`src/rtl/alu_cmd_sequencer.sv`:
```
// alu_cmd_sequencer: queues ALU commands in a small FIFO and issues them one
// at a time to an external ALU, waits its fixed latency, then presents the
// captured result with a valid/ready handshake.
// Optional build macro: SEQ_ILLEGAL_CMD_CHECK_EN (answer illegal commands
// with an error response instead of issuing them to the ALU).
module alu_cmd_sequencer #(
  parameter int unsigned WIDTH   = 8,
  parameter int unsigned DEPTH   = 4,
  parameter int unsigned LAT_STD = 2,
  parameter int unsigned LAT_MUL = 3
) (
  input  logic               CLK,
  input  logic               RST,
  input  logic               s_valid,
  output logic               s_ready,
  input  logic               s_mode,
  input  logic [3:0]         s_cmd,
  input  logic [1:0]         s_inp_valid,
  input  logic [WIDTH-1:0]   s_opa,
  input  logic [WIDTH-1:0]   s_opb,
  input  logic               s_cin,
  output logic               alu_ce,
  output logic [1:0]         alu_inp_valid,
  output logic               alu_mode,
  output logic [3:0]         alu_cmd,
  output logic [WIDTH-1:0]   alu_opa,
  output logic [WIDTH-1:0]   alu_opb,
  output logic               alu_cin,
  input  logic [2*WIDTH-1:0] alu_res,
  input  logic               alu_err,
  input  logic               alu_oflow,
  input  logic               alu_cout,
  input  logic               alu_g,
  input  logic               alu_l,
  input  logic               alu_e,
  output logic               m_valid,
  input  logic               m_ready,
  output logic [2*WIDTH-1:0] m_res,
  output logic [5:0]         m_flags,
  output logic               busy
);

  localparam int unsigned AW      = (DEPTH > 1) ? $clog2(DEPTH) : 1;
  localparam int unsigned CNTW    = AW + 1;
  localparam int unsigned EW      = 2 * WIDTH + 8;
  localparam int unsigned LAT_MAX = (LAT_MUL > LAT_STD) ? LAT_MUL : LAT_STD;
  localparam int unsigned CW      = (LAT_MAX >= 2) ? $clog2(LAT_MAX) : 1;

  typedef enum logic [1:0] {S_IDLE, S_ISSUE, S_WAIT, S_RESP} state_t;

  // FIFO entry layout: {mode, cmd[3:0], inp_valid[1:0], opa, opb, cin}
  logic [EW-1:0]   r_mem [DEPTH];
  logic [AW-1:0]   r_wr_ptr;
  logic [AW-1:0]   r_rd_ptr;
  logic [CNTW-1:0] r_count;
  logic [CW-1:0]   r_cnt;
  logic [1:0]      r_inp_valid;
  state_t          r_state;
  state_t          w_state_nxt;

  logic            w_push;
  logic            w_pop;
  logic            w_capture;
  logic            w_empty;
  logic [CNTW-1:0] w_count_nxt;
  logic            w_ce_nxt;
  logic [EW-1:0]   w_head;
  logic            w_head_mode;
  logic [3:0]      w_head_cmd;
  logic [1:0]      w_head_iv;
  logic [CW-1:0]   w_head_lat_m1;
  logic            w_head_illegal;

  assign w_empty     = (r_count == '0);
  assign w_push      = s_valid && s_ready;
  assign w_count_nxt = r_count + CNTW'(w_push) - CNTW'(w_pop);
  assign w_ce_nxt    = (w_state_nxt == S_ISSUE) || (w_state_nxt == S_WAIT);

  assign w_head      = r_mem[r_rd_ptr];
  assign w_head_mode = w_head[EW-1];
  assign w_head_cmd  = w_head[EW-2 -: 4];
  assign w_head_iv   = w_head[EW-6 -: 2];

  // Counter is loaded with L-1 on entry to ISSUE and counts down through
  // ISSUE and WAIT, so capture lands L cycles after the ISSUE cycle begins.
  assign w_head_lat_m1 = (w_head_mode && ((w_head_cmd == 4'd9) || (w_head_cmd == 4'd10)))
                         ? CW'(LAT_MUL - 1) : CW'(LAT_STD - 1);

`ifdef SEQ_ILLEGAL_CMD_CHECK_EN
  assign w_head_illegal = w_head_mode ? (w_head_cmd > 4'd10) : (w_head_cmd > 4'd13);
`else
  assign w_head_illegal = 1'b0;
`endif

  // FSM state register
  always_ff @(posedge CLK) begin
    if (RST) r_state <= S_IDLE;
    else     r_state <= w_state_nxt;
  end

  // FSM next state, FIFO pop and result capture decisions
  always_comb begin
    w_state_nxt = r_state;
    w_pop       = 1'b0;
    w_capture   = 1'b0;
    unique case (r_state)
      S_IDLE: begin
        if (!w_empty) begin
          w_pop       = 1'b1;
          w_state_nxt = w_head_illegal ? S_RESP : S_ISSUE;
        end
      end
      S_ISSUE: w_state_nxt = S_WAIT;
      S_WAIT: begin
        if (r_cnt == '0) begin
          w_capture   = 1'b1;
          w_state_nxt = S_RESP;
        end
      end
      S_RESP: begin
        if (m_ready) begin
          if (!w_empty) begin
            w_pop       = 1'b1;
            w_state_nxt = w_head_illegal ? S_RESP : S_ISSUE;
          end else begin
            w_state_nxt = S_IDLE;
          end
        end
      end
      default: w_state_nxt = S_IDLE;
    endcase
  end

  // FIFO storage; contents are don't-care while the pointers say empty
  always_ff @(posedge CLK) begin
    if (w_push) r_mem[r_wr_ptr] <= {s_mode, s_cmd, s_inp_valid, s_opa, s_opb, s_cin};
  end

  // FIFO pointers, latency counter and all registered outputs
  always_ff @(posedge CLK) begin
    if (RST) begin
      r_wr_ptr      <= '0;
      r_rd_ptr      <= '0;
      r_count       <= '0;
      r_cnt         <= '0;
      r_inp_valid   <= '0;
      s_ready       <= 1'b1;
      busy          <= 1'b0;
      alu_ce        <= 1'b0;
      alu_inp_valid <= '0;
      alu_mode      <= 1'b0;
      alu_cmd       <= '0;
      alu_opa       <= '0;
      alu_opb       <= '0;
      alu_cin       <= 1'b0;
      m_valid       <= 1'b0;
      m_res         <= '0;
      m_flags       <= '0;
    end else begin
      if (w_push) r_wr_ptr <= r_wr_ptr + AW'(1);
      if (w_pop)  r_rd_ptr <= r_rd_ptr + AW'(1);
      r_count <= w_count_nxt;
      s_ready <= (w_count_nxt != CNTW'(DEPTH));
      busy    <= (w_count_nxt != '0) || (w_state_nxt != S_IDLE);

      if (w_pop) begin
        alu_mode    <= w_head_mode;
        alu_cmd     <= w_head_cmd;
        alu_opa     <= w_head[EW-8 -: WIDTH];
        alu_opb     <= w_head[WIDTH -: WIDTH];
        alu_cin     <= w_head[0];
        r_inp_valid <= w_head_iv;
        r_cnt       <= w_head_lat_m1;
      end else if (r_cnt != '0) begin
        r_cnt <= r_cnt - CW'(1);
      end

      alu_ce        <= w_ce_nxt;
      alu_inp_valid <= w_ce_nxt ? (w_pop ? w_head_iv : r_inp_valid) : 2'b00;
      m_valid       <= (w_state_nxt == S_RESP);

      if (w_capture) begin
        m_res   <= alu_res;
        m_flags <= {alu_err, alu_oflow, alu_cout, alu_g, alu_l, alu_e};
      end
`ifdef SEQ_ILLEGAL_CMD_CHECK_EN
      if (w_pop && w_head_illegal) begin
        m_res   <= '0;
        m_flags <= 6'b100000;
      end
`endif
    end
  end

endmodule

```
`config.mk`:
```
export PLATFORM = sky130hd
export DESIGN_NAME = alu_cmd_sequencer
export DESIGN_NICKNAME = d
export VERILOG_FILES = /design/src/rtl/alu_cmd_sequencer.sv
export SDC_FILE = /design/constraint.sdc
export NUM_CORES = 1
export LEC_CHECK = 0
export ABC_AREA = 0
export CAP_MARGIN = 40
export CELL_PAD_IN_SITES_DETAIL_PLACEMENT = 0
export CELL_PAD_IN_SITES_GLOBAL_PLACEMENT = 1
export CORE_MARGIN = 1.5
export CORE_UTILIZATION = 45
export DETAILED_ROUTE_END_ITERATION = 7
export GPL_TIMING_DRIVEN = 0
export PLACE_DENSITY_LB_ADDON = 0.12
export SYNTH_ARGS = -nofsm -noshare
export SYNTH_HDL_FRONTEND = slang
export SYNTH_SLANG_ARGS = --single-unit
export TNS_END_PERCENT = 50
```
`constraint.sdc`:
```
create_clock -name CLK -period 4.4 [get_ports CLK]
set_clock_uncertainty 0.05 [all_clocks]
set_input_delay 0.66 -clock CLK [delete_from_list [all_inputs] [get_ports CLK]]
set_output_delay 0.66 -clock CLK [all_outputs]
set_load 0.05 [all_outputs]
```
-- Word level (Yosys, flattened, before mapping)
Memories as Yosys holds them, arrays and structs flattened. A register that Yosys moved wholly into a read port is not among the register bits.
Index checks and enable logic that the tools add are counted.
- reduce and logical (&&, ||, !) cells: 13
- eq/ne operators: 9
- multiplexer cells: 18
- bitwise gates (word level): 1
- $add $sub $neg: 5
- operators by type and width (cell ; number):
    $mux W2 ; 9
    $eq A2 B2 Y1 const B ; 4
    $eq A4 B4 Y1 const B ; 2
    $pmux W2 S4 ; 1
    $mux W1 ; 7
    $reduce_bool A2 Y1 ; 3
    $add A2 B1 Y2 const B ; 2
    $eq A2 B1 Y1 const B ; 2
    $logic_not A2 Y1 ; 2
    $add A3 B1 Y3 ; 1
    $logic_not A3 Y1 ; 1
    $logic_or A1 B1 Y1 ; 3
    $ne A3 B3 Y1 const B ; 1
    $reduce_bool A3 Y1 ; 1
    $sub A3 B1 Y3 ; 1
    $logic_and A1 B1 Y1 ; 2
    $pmux W1 S2 ; 1
    $reduce_or A2 Y1 ; 1
    $sub A2 B1 Y2 const B ; 1
    $not A1 Y1 ; 1
- output and inout bits: 50
- memories: 1
- memory bits (writable): 96
- logic and storage cells: 65
- bits in registers: 63
- bits of input ports: 50
- memories (name ; words ; bits a word ; rd ports ; clocked after Yosys merged registers in ; wr ports ; line ; RTL):
    r_mem ; 4 ; 24 ; 1 ; 1 ; 1 ; 52 ; logic [EW-1:0] r_mem [DEPTH];

-- Longest topological paths before layout
Gate-level depths: netlist (run 1).
- depth after elaboration: 8
- mapped depth: 13
- gate-level depth less buffers: 11

-- Least setup slack after synthesis (run 1)
No wires, ideal clock.
- path kind: reg2reg
- start: register r_state[1]
- end: register busy
- clock period less this slack: 2653 ps
- cell stages (with the launch flop): 11
- data required time: 4225 ps
- setup time: 125 ps
- path slack: 1747 ps
- path buffers: 1
- data arrival time: 2478 ps
- cell sequence: dfxtp_1 inv_1 ha_1 nor3_2 clkbuf_1 nand2_1 nand2_1 ha_1 fa_1 nor2_1 a31oi_1
- cells in the longest elaborated chain, start to end: 5
- elaborated cells on any way between the ends: 13
- classes of those cells: 1 x add/sub; 3 x eq/ne; 5 x mux; 4 x reduce/logical
- ends and longest elaborated chain (element ; line ; RTL):
    start: declaration ; 58 ; state_t r_state;
    start signal: assignment ; 98 ; else r_state <= w_state_nxt;
    $eq A2 B2 Y1 or $logic_not A2 Y1 (tied branches) ; 106 ; unique case (r_state)
    $pmux W1 S2 * ; 106 ;
    $sub A3 B1 Y3 * ; 76 ; assign w_count_nxt = r_count + CNTW'(w_push) - CNTW'(w_pop);
    net w_count_nxt[1] ; 65 ; logic [CNTW-1:0] w_count_nxt;
    $reduce_bool A3 Y1 * ; 164 ; busy <= (w_count_nxt != '0) || (w_state_nxt != S_IDLE);
    $logic_or A1 B1 Y1 * ; 164 ;
    end signal: assignment ; 164 ;
    end: declaration ; 40 ; output logic busy
Mark *: on every way through the listed nets, which the timed path passes. The rest lies on a longest branch.
A chain may end at the register's enable or synchronous reset.

-- Worst setup path in the final report (run 1)
- start: input port m_ready
- end: register busy
- cells in the longest elaborated chain, start to end: 5
- elaborated cells on any way between the ends: 8
- classes of those cells: 1 x add/sub; 4 x mux; 3 x reduce/logical
- ends and longest elaborated chain (element ; line ; RTL):
    start: declaration ; 37 ; input logic m_ready,
    $mux W1 ; 121 ; if (m_ready) begin
    $pmux W1 S2 ; 106 ;
    $sub A3 B1 Y3 ; 76 ;
    net w_count_nxt[1] ; 65 ;
    $reduce_bool A3 Y1 ; 164 ;
    $logic_or A1 B1 Y1 ; 164 ;
The timed path passes the listed nets, and every way through them passes these cells.

==> results.py, run 1 <==
metrics = {
    "clocking": {
        "cts_resized": 0,
        "path_clk_slew_ps": 60,
        "cts_made_buffers": 17,
        "hold_buffers": 0,
        "tritoncts": "built",
        "post-cts-setup-buffers": 0,
        "clock_sinks": 161,
        "ctsLongestPathBuffers": 2,
        "clk_latency_ps": 420,
        "htreeDepth": 4,
        "cts_root_buf": "clkbuf_16",
    },
    "power_and_ir_drop": {
        "p_clk_share_pct": 30.3,
        "ir_drop_uv": 331.8,
        "power.density_nw_per_um2": 647.3,
        "p_sw_share_pct": 32.44,
        "p_sw_w": 0.001676,
        "comb_power_share_pct": 31.9,
        "intPower_w": 0.003492,
        "power.leakage_nw": 2.756,
        "pwr-share-seq_pct": 37.8,
    },
    "floorplanning": {
        "die_w_um": 119.0,
        "fp.coreArea_um2": 13190,
        "num_rows": 42,
        "die_y_um": 119.0,
        "dieArea_um2": 14170,
        "ios": 100,
        "start_util_pct": 45.93,
    },
    "final_layout": {
        "nets": 615,
        "register_area_um2": 4184,
        "num_antenna_cells": 0,
        "areaGrowthSynthToFinish_pct": 31.78,
        "drive_above_1_share_pct": 11.70,
        "fillers": 1066,
        "multi_input_area_um2": 1702,
    },
    "critical_path": {
        "crit_required_ps": 4650,
        "crit_fanout": 10,
        "timing.rr.end": "busy$_SDFF_PP0_",
        "critical_path_arrival_ps": 3600,
        "crit_path_start_kind": "input pin",
        "reg2reg_from": "r_state[1]$_SDFF_PP0_",
        "startpoint": "m_ready",
        "rrSetupSlack_ps": 1070,
        "path_class": "in2reg",
        "endpoint_kind": "flip-flop",
        "cp-endpoint": "busy$_SDFF_PP0_",
        "worst-r2r-cell-count": 10,
    },
    "logic_synthesis": {
        "synthCells": 430,
        "synth_seq_cells": 161,
        "synth_top_area_cell": "edfxtp_1",
        "yosysTopAreaCellShare_pct": 47.58,
        "ys_warn_count": 0,
        "synth_fp_nets": 494,
        "netlist_area_um2": 6058,
        "yosysSeqAreaShare_pct": 69.06,
        "post_synth_num_cell_types": 36,
        "synth.area.top_cells": "edfxtp_1, dfxtp_1, mux4_2, nand2_1, a21oi_1",
        "avgSynthCellArea_um2": 14.09,
    },
    "global_route": {
        "antenna_found_initial": 0,
        "grt_start_max_net_pins": 17,
        "grt_pass1_vias": 3710,
        "overflow": 0,
        "grt_pass1_wl_um": 19150,
        "grt_use_total_pct": 18.23,
    },
    "sta": {
        "finalCritPeriodShare_pct": 76.25,
        "maxSlewHeadroom_pct": 47.54,
        "fmax_ghz": 0.2981,
        "finalCriticalPeriod_ps": 3355,
        "rsz0062_at_grt": "no",
        "tightestPinTransition_ps": 782.7,
        "tns_ps": 0,
        "holdWs_ps": 402.5,
        "slew_viol_final": 0,
        "setup_viol": 0,
        "hold_violations": 0,
    },
    "route": {
        "ant_nets": 0,
        "avgViaCountPerCell": 4.968,
        "first_pass_iters": 4,
        "num_vias": 3676,
        "routed_wl_um": 12040,
        "drc": 0,
        "avgRoutedWirePerCell_um": 16.27,
        "drtIter0Drc": 147,
    },
    "run_status": {
        "outcome": "finished, final reports clean",
    },
    "placed_design": {
        "dp_hpwl_um": 8202,
        "gp_congestion": 0.7537,
        "portBuffers": 98,
    },
    "min_path": {
        "hp-start": "m_res[6]$_SDFFE_PP0P_",
        "min-delay-path-class": "reg2reg",
    },
    "job": {
        "max_cap_violations": 0,
    },
}
[per-layer routing]
layer / part of all wire (%) / global-route usage [%]
met1: 42 / 21.33
met2: 51 / 30.82
met3: 4.8 / 5.843
met4: 1.6 / 7.982
met5: 0 / 0
[cell usage after synthesis, drive strengths merged]
cell and n:
edfxtp 96, nand2 94, dfxtp 65, a21oi 52, mux4 23, clkbuf 16, ha 13, inv 12
nor2 9, buf 6, nor2b 6, xnor2 5, and3 4, and2 3, mux2 3, a31oi 2
mux2i 2, nand2b 2, nand3 2, nor3 2, o21ai 2, o31ai 2, or3 2, a22oi 1
fa 1, nor4 1, o21a 1, o2bb2ai 1, or4 1, or4b 1
[through the flow]
step	utilization (%)	setup slack [ps]	cells	area [um2]	total power, W
after floorplan	-	1747	430	6058	0.003105
after global placement	55.04	617.1	704	7259	0.003610
after detailed placement	55.68	599.3	708	7345	0.003654
after CTS	60.53	1031	740	7984	0.005227
after global routing	60.53	830.4	740	7984	0.005415
final	60.53	1045	740	7984	0.005168
[flip-flops by register name, indices dropped and copies added, names as in the netlist, named ones only]
register / flops
m_res: 16
r_rd_ptr: 2
alu_opa: 8
r_state: 2
alu_mode: 1
alu_cin: 1
r_count: 3
busy: 1
r_inp_valid: 2
s_ready: 1
r_mem: 96
alu_inp_valid: 2
m_valid: 1
alu_cmd: 4
r_cnt: 2
r_wr_ptr: 2
m_flags: 6
alu_opb: 8
alu_ce: 1
[worst min-delay path by stage]
stage                               endpoint  cells after the start
detailed placement     m_res[6]$_SDFFE_PP0P_                      2
CTS                    m_res[6]$_SDFFE_PP0P_                      2
global route           m_res[4]$_SDFFE_PP0P_                      2
global placement       m_res[3]$_SDFFE_PP0P_                      2
floorplan           r_wr_ptr[1]$_SDFFE_PP0P_                      2
finish                 m_res[6]$_SDFFE_PP0P_                      2
[logic make-up (layout without fill, tap and decap cells)]
kind of cell             count (synthesis)  in the layout  synth area share (%)
flip-flops                             161            161                 69.06
AND/OR/NAND/NOR                        127            127                 9.294
AO/OA/AOI/OAI                           61             61                 5.308
buffers and inverters                   34            168                 2.850
multiplexers                            28             28                 9.748
adder cells (fa/ha/maj)                 14             14                 3.015
XOR/XNOR                                 5              5                0.7228
[cell usage in the layout (no fill, tap or decap), types with 3 or more instances in the layout]
cell type        count
bufinv_16            4
nor2b_1              6
inv_1               12
and3_1               4
clkbuf_16           17
mux4_2              18
ha_1                13
clkbuf_8             6
mux2_2               3
xnor2_1              5
dfxtp_1             65
edfxtp_1            96
buf_6                3
nor2_1               9
nand2_1             94
mux4_1               5
clkbuf_1            15
a21oi_1             52
clkinv_2             3
clkdlybuf4s50_1     98
[worst max-delay path, stage by stage]
cell and delay (ps):
clkdlybuf4s50_1 500, a21oi_1 130, nor3_2 660, clkbuf_1 450, nand2_1 210, nand2_1 120, ha_1 160, fa_1 420
nor2_1 180, a31oi_1 110
[power groups by stage]
stage	clock network [W]	registers, W	logic (W)
3_5_place_dp	0	0.00199	0.00167
2_1_floorplan	0	0.00237	0.000738
4_1_cts	0.00159	0.00196	0.00167
5_1_grt	0.00165	0.00198	0.00178
3_3_place_gp	0	0.00198	0.00163
6_report	0.00156	0.00196	0.00165
[final cells by class]
cell class,instances,area share [%]
flip-flops and latches,161,52.41
inverters,12,0.5642
clock inverters,10,1.943
clock buffers,22,6.065
repair buffers,102,13.35
multi-input cells,235,21.31
well taps,176,2.758
plain buffers,22,1.598
(Power assumes the default switching activity.)
==> run 2: changes to the inputs <==
--- a/config.mk
+++ b/config.mk
@@ -10,7 +10,7 @@
 export CELL_PAD_IN_SITES_DETAIL_PLACEMENT = 0
 export CELL_PAD_IN_SITES_GLOBAL_PLACEMENT = 1
 export CORE_MARGIN = 1.5
-export CORE_UTILIZATION = 45
+export CORE_UTILIZATION = 43
 export DETAILED_ROUTE_END_ITERATION = 7
 export GPL_TIMING_DRIVEN = 0
 export PLACE_DENSITY_LB_ADDON = 0.12
==> constraint.sdc (replaced) <==
create_clock -name CLK -period 3.5 [get_ports CLK]
set_clock_uncertainty 0.05 [all_clocks]
set_input_delay 0.525 -clock CLK [delete_from_list [all_inputs] [get_ports CLK]]
set_output_delay 0.525 -clock CLK [all_outputs]
set_load 0.05 [all_outputs]
==> run 2 against run 1 <==
Die area rose by 4.5%. First-iteration DRC count rose by 2.0%. Total power rose by 24%. Wire length rose by 1.3%. Combinational power rose by 26%. Via count rose by 0.19%. Clock power rose by 21%. Register-to-register slack got worse by 670 ps. Sequential power rose by 26%. Critical endpoint unchanged.
==> results.py, run 2 (synthesis results as in run 1) <==
metrics = {
    "placed_design": {
        "placedCellCount": 714,
        "portBuffers": 98,
        "gp_congestion": 0.7449,
        "dpl_cell_area_um2": 7372,
        "dp_hpwl_um": 8423,
    },
    "final_layout": {
        "drive_above_1_share_pct": 12.19,
        "top_register": "r_mem",
        "num_antenna_cells": 0,
        "areaGrowthSynthToFinish_pct": 31.89,
        "final_cell_area_um2": 7990,
        "final_common_cell": "clkdlybuf4s50_1",
        "utilization_pct": 57.79,
        "nets": 617,
        "reg_top3": "r_mem x96, m_res x16",
        "layout_common_cells": "clkdlybuf4s50_1, edfxtp_1, nand2_1",
        "instances_no_fill": 746,
        "largest_reg_flops": 96,
    },
    "clocking": {
        "post-cts-setup-buffers": 0,
        "htreeDepth": 4,
        "clk_latency_ps": 420,
        "cts_root_buf": "clkbuf_16",
        "clock_sinks": 161,
        "path_clk_slew_ps": 60,
        "cts_made_buffers": 17,
        "tritoncts": "built",
        "ctsLongestPathBuffers": 2,
    },
    "critical_path": {
        "rrSetupSlack_ps": 400,
        "crit_path_start_kind": "flip-flop",
        "critical_path_arrival_ps": 3350,
        "crit_required_ps": 3750,
        "cp-endpoint": "busy$_SDFF_PP0_",
        "crit_fanout": 10,
        "worst-r2r-cell-count": 10,
        "reg2reg_from": "r_state[1]$_SDFF_PP0_",
        "startpoint": "r_state[1]$_SDFF_PP0_",
        "path_class": "reg2reg",
        "endpoint_kind": "flip-flop",
        "timing.rr.end": "busy$_SDFF_PP0_",
    },
    "sta": {
        "finalCriticalPeriod_ps": 3096,
        "tightestPinTransition_ps": 749.3,
        "slew_viol_final": 0,
        "setup_viol": 0,
        "rsz0062_at_grt": "no",
        "maxSlewHeadroom_pct": 50.04,
        "finalCritPeriodShare_pct": 88.46,
        "fmax_ghz": 0.3230,
        "hold_violations": 0,
    },
    "global_route": {
        "grt_pass1_vias": 3800,
        "overflow": 0,
        "grt_start_max_net_pins": 17,
        "grt_pass1_wl_um": 19380,
        "antenna_found_initial": 0,
        "grt_use_total_pct": 17.97,
    },
    "route": {
        "wl_met3_um": 748,
        "drc": 0,
        "num_vias": 3683,
        "avgRoutedWirePerCell_um": 16.35,
        "met2_length_um": 5961,
        "avgViaCountPerCell": 4.937,
        "top_layer_used": "met4",
        "first_pass_iters": 5,
        "routed_wl_um": 12200,
        "ant_nets": 0,
        "drtIter0Drc": 150,
        "wl_met1_um": 5322,
    },
    "min_path": {
        "min-delay-path-class": "reg2reg",
    },
    "power_and_ir_drop": {
        "power.density_nw_per_um2": 804.7,
        "power_w": 0.006429,
        "ir_drop_uv": 490.6,
        "power.leakage_nw": 2.750,
    },
    "floorplanning": {
        "start_util_pct": 43.82,
        "ios": 100,
        "num_rows": 43,
        "dieArea_um2": 14810,
        "fp.coreArea_um2": 13830,
        "die_w_um": 121.7,
        "die_y_um": 121.7,
    },
    "job": {
        "max_cap_violations": 0,
    },
    "run_status": {
        "outcome": "finished, final reports clean",
    },
}
## run 2: layer usage
metal,up-vias,track usage [%]
li1,1793,-
met1,1771,22.25
met2,104,29.91
met3,15,5.009
met4,0,7.279
met5,-,0
## run 2: metrics by stage
stage | worst slack [ps] | hold slack, ps | TNS, ps
2_1_floorplan | 847.0 | 419.2 | 0
4_1_cts | 178.5 | 406.3 | 0
5_1_grt | 65.89 | 428.1 | 0
3_5_place_dp | -124.7 | 398.1 | -230.3
3_3_place_gp | -111.5 | 391.8 | -185.2
6_report | 403.8 | 405.4 | 0
## run 2: worst min path at each step
| stage | endpoint | depth (start not counted) | start | slack, ps |
|---|---|---|---|---|
| floorplan | r_wr_ptr[1]$_SDFFE_PP0P_ | 2 | r_wr_ptr[1]$_SDFFE_PP0P_ | 420 |
| global placement | m_flags[4]$_SDFFE_PP0P_ | 2 | m_flags[4]$_SDFFE_PP0P_ | 390 |
| detailed placement | m_res[3]$_SDFFE_PP0P_ | 2 | m_res[3]$_SDFFE_PP0P_ | 400 |
| CTS | m_res[3]$_SDFFE_PP0P_ | 2 | m_res[3]$_SDFFE_PP0P_ | 410 |
| global route | m_res[4]$_SDFFE_PP0P_ | 2 | m_res[4]$_SDFFE_PP0P_ | 430 |
| finish | m_res[13]$_SDFFE_PP0P_ | 2 | m_res[13]$_SDFFE_PP0P_ | 410 |
## run 2: repair_timing
action	4_1_cts	5_1_grt
gates resized for setup	0	1
hold buffers	0	0
endpoints found under the setup margin	0	2
## run 2: cell type report
cell class	instances	area [um2]
fill	1095	5837
sequential	161	4184
multi-input combinational	235	1708
timing repair buffer	104	1089
clock buffer	19	452.9
tap	180	225.2
clock inverter	13	158.9
buffer	22	127.6
inverter	12	45.04
## run 2: power by group
group | internal (W) | leakage, nW | total [W] | switching [W]
logic | 0.000808 | 1.04 | 0.00208 | 0.00128
clock network | 0.00116 | 0.297 | 0.00188 | 0.000722
registers | 0.00232 | 1.41 | 0.00246 | 0.000141
total | 0.00429 | 2.75 | 0.00643 | 0.00214
## run 2: worst max-delay path, cell delays in order, from the launching register on
cell,delay (ps)
dfxtp_1,400
inv_1,100
ha_1,350
nor3_4,450
clkbuf_1,490
nand2_1,200
nand2_1,110
ha_1,150
fa_1,420
nor2_1,160
a31oi_1,90
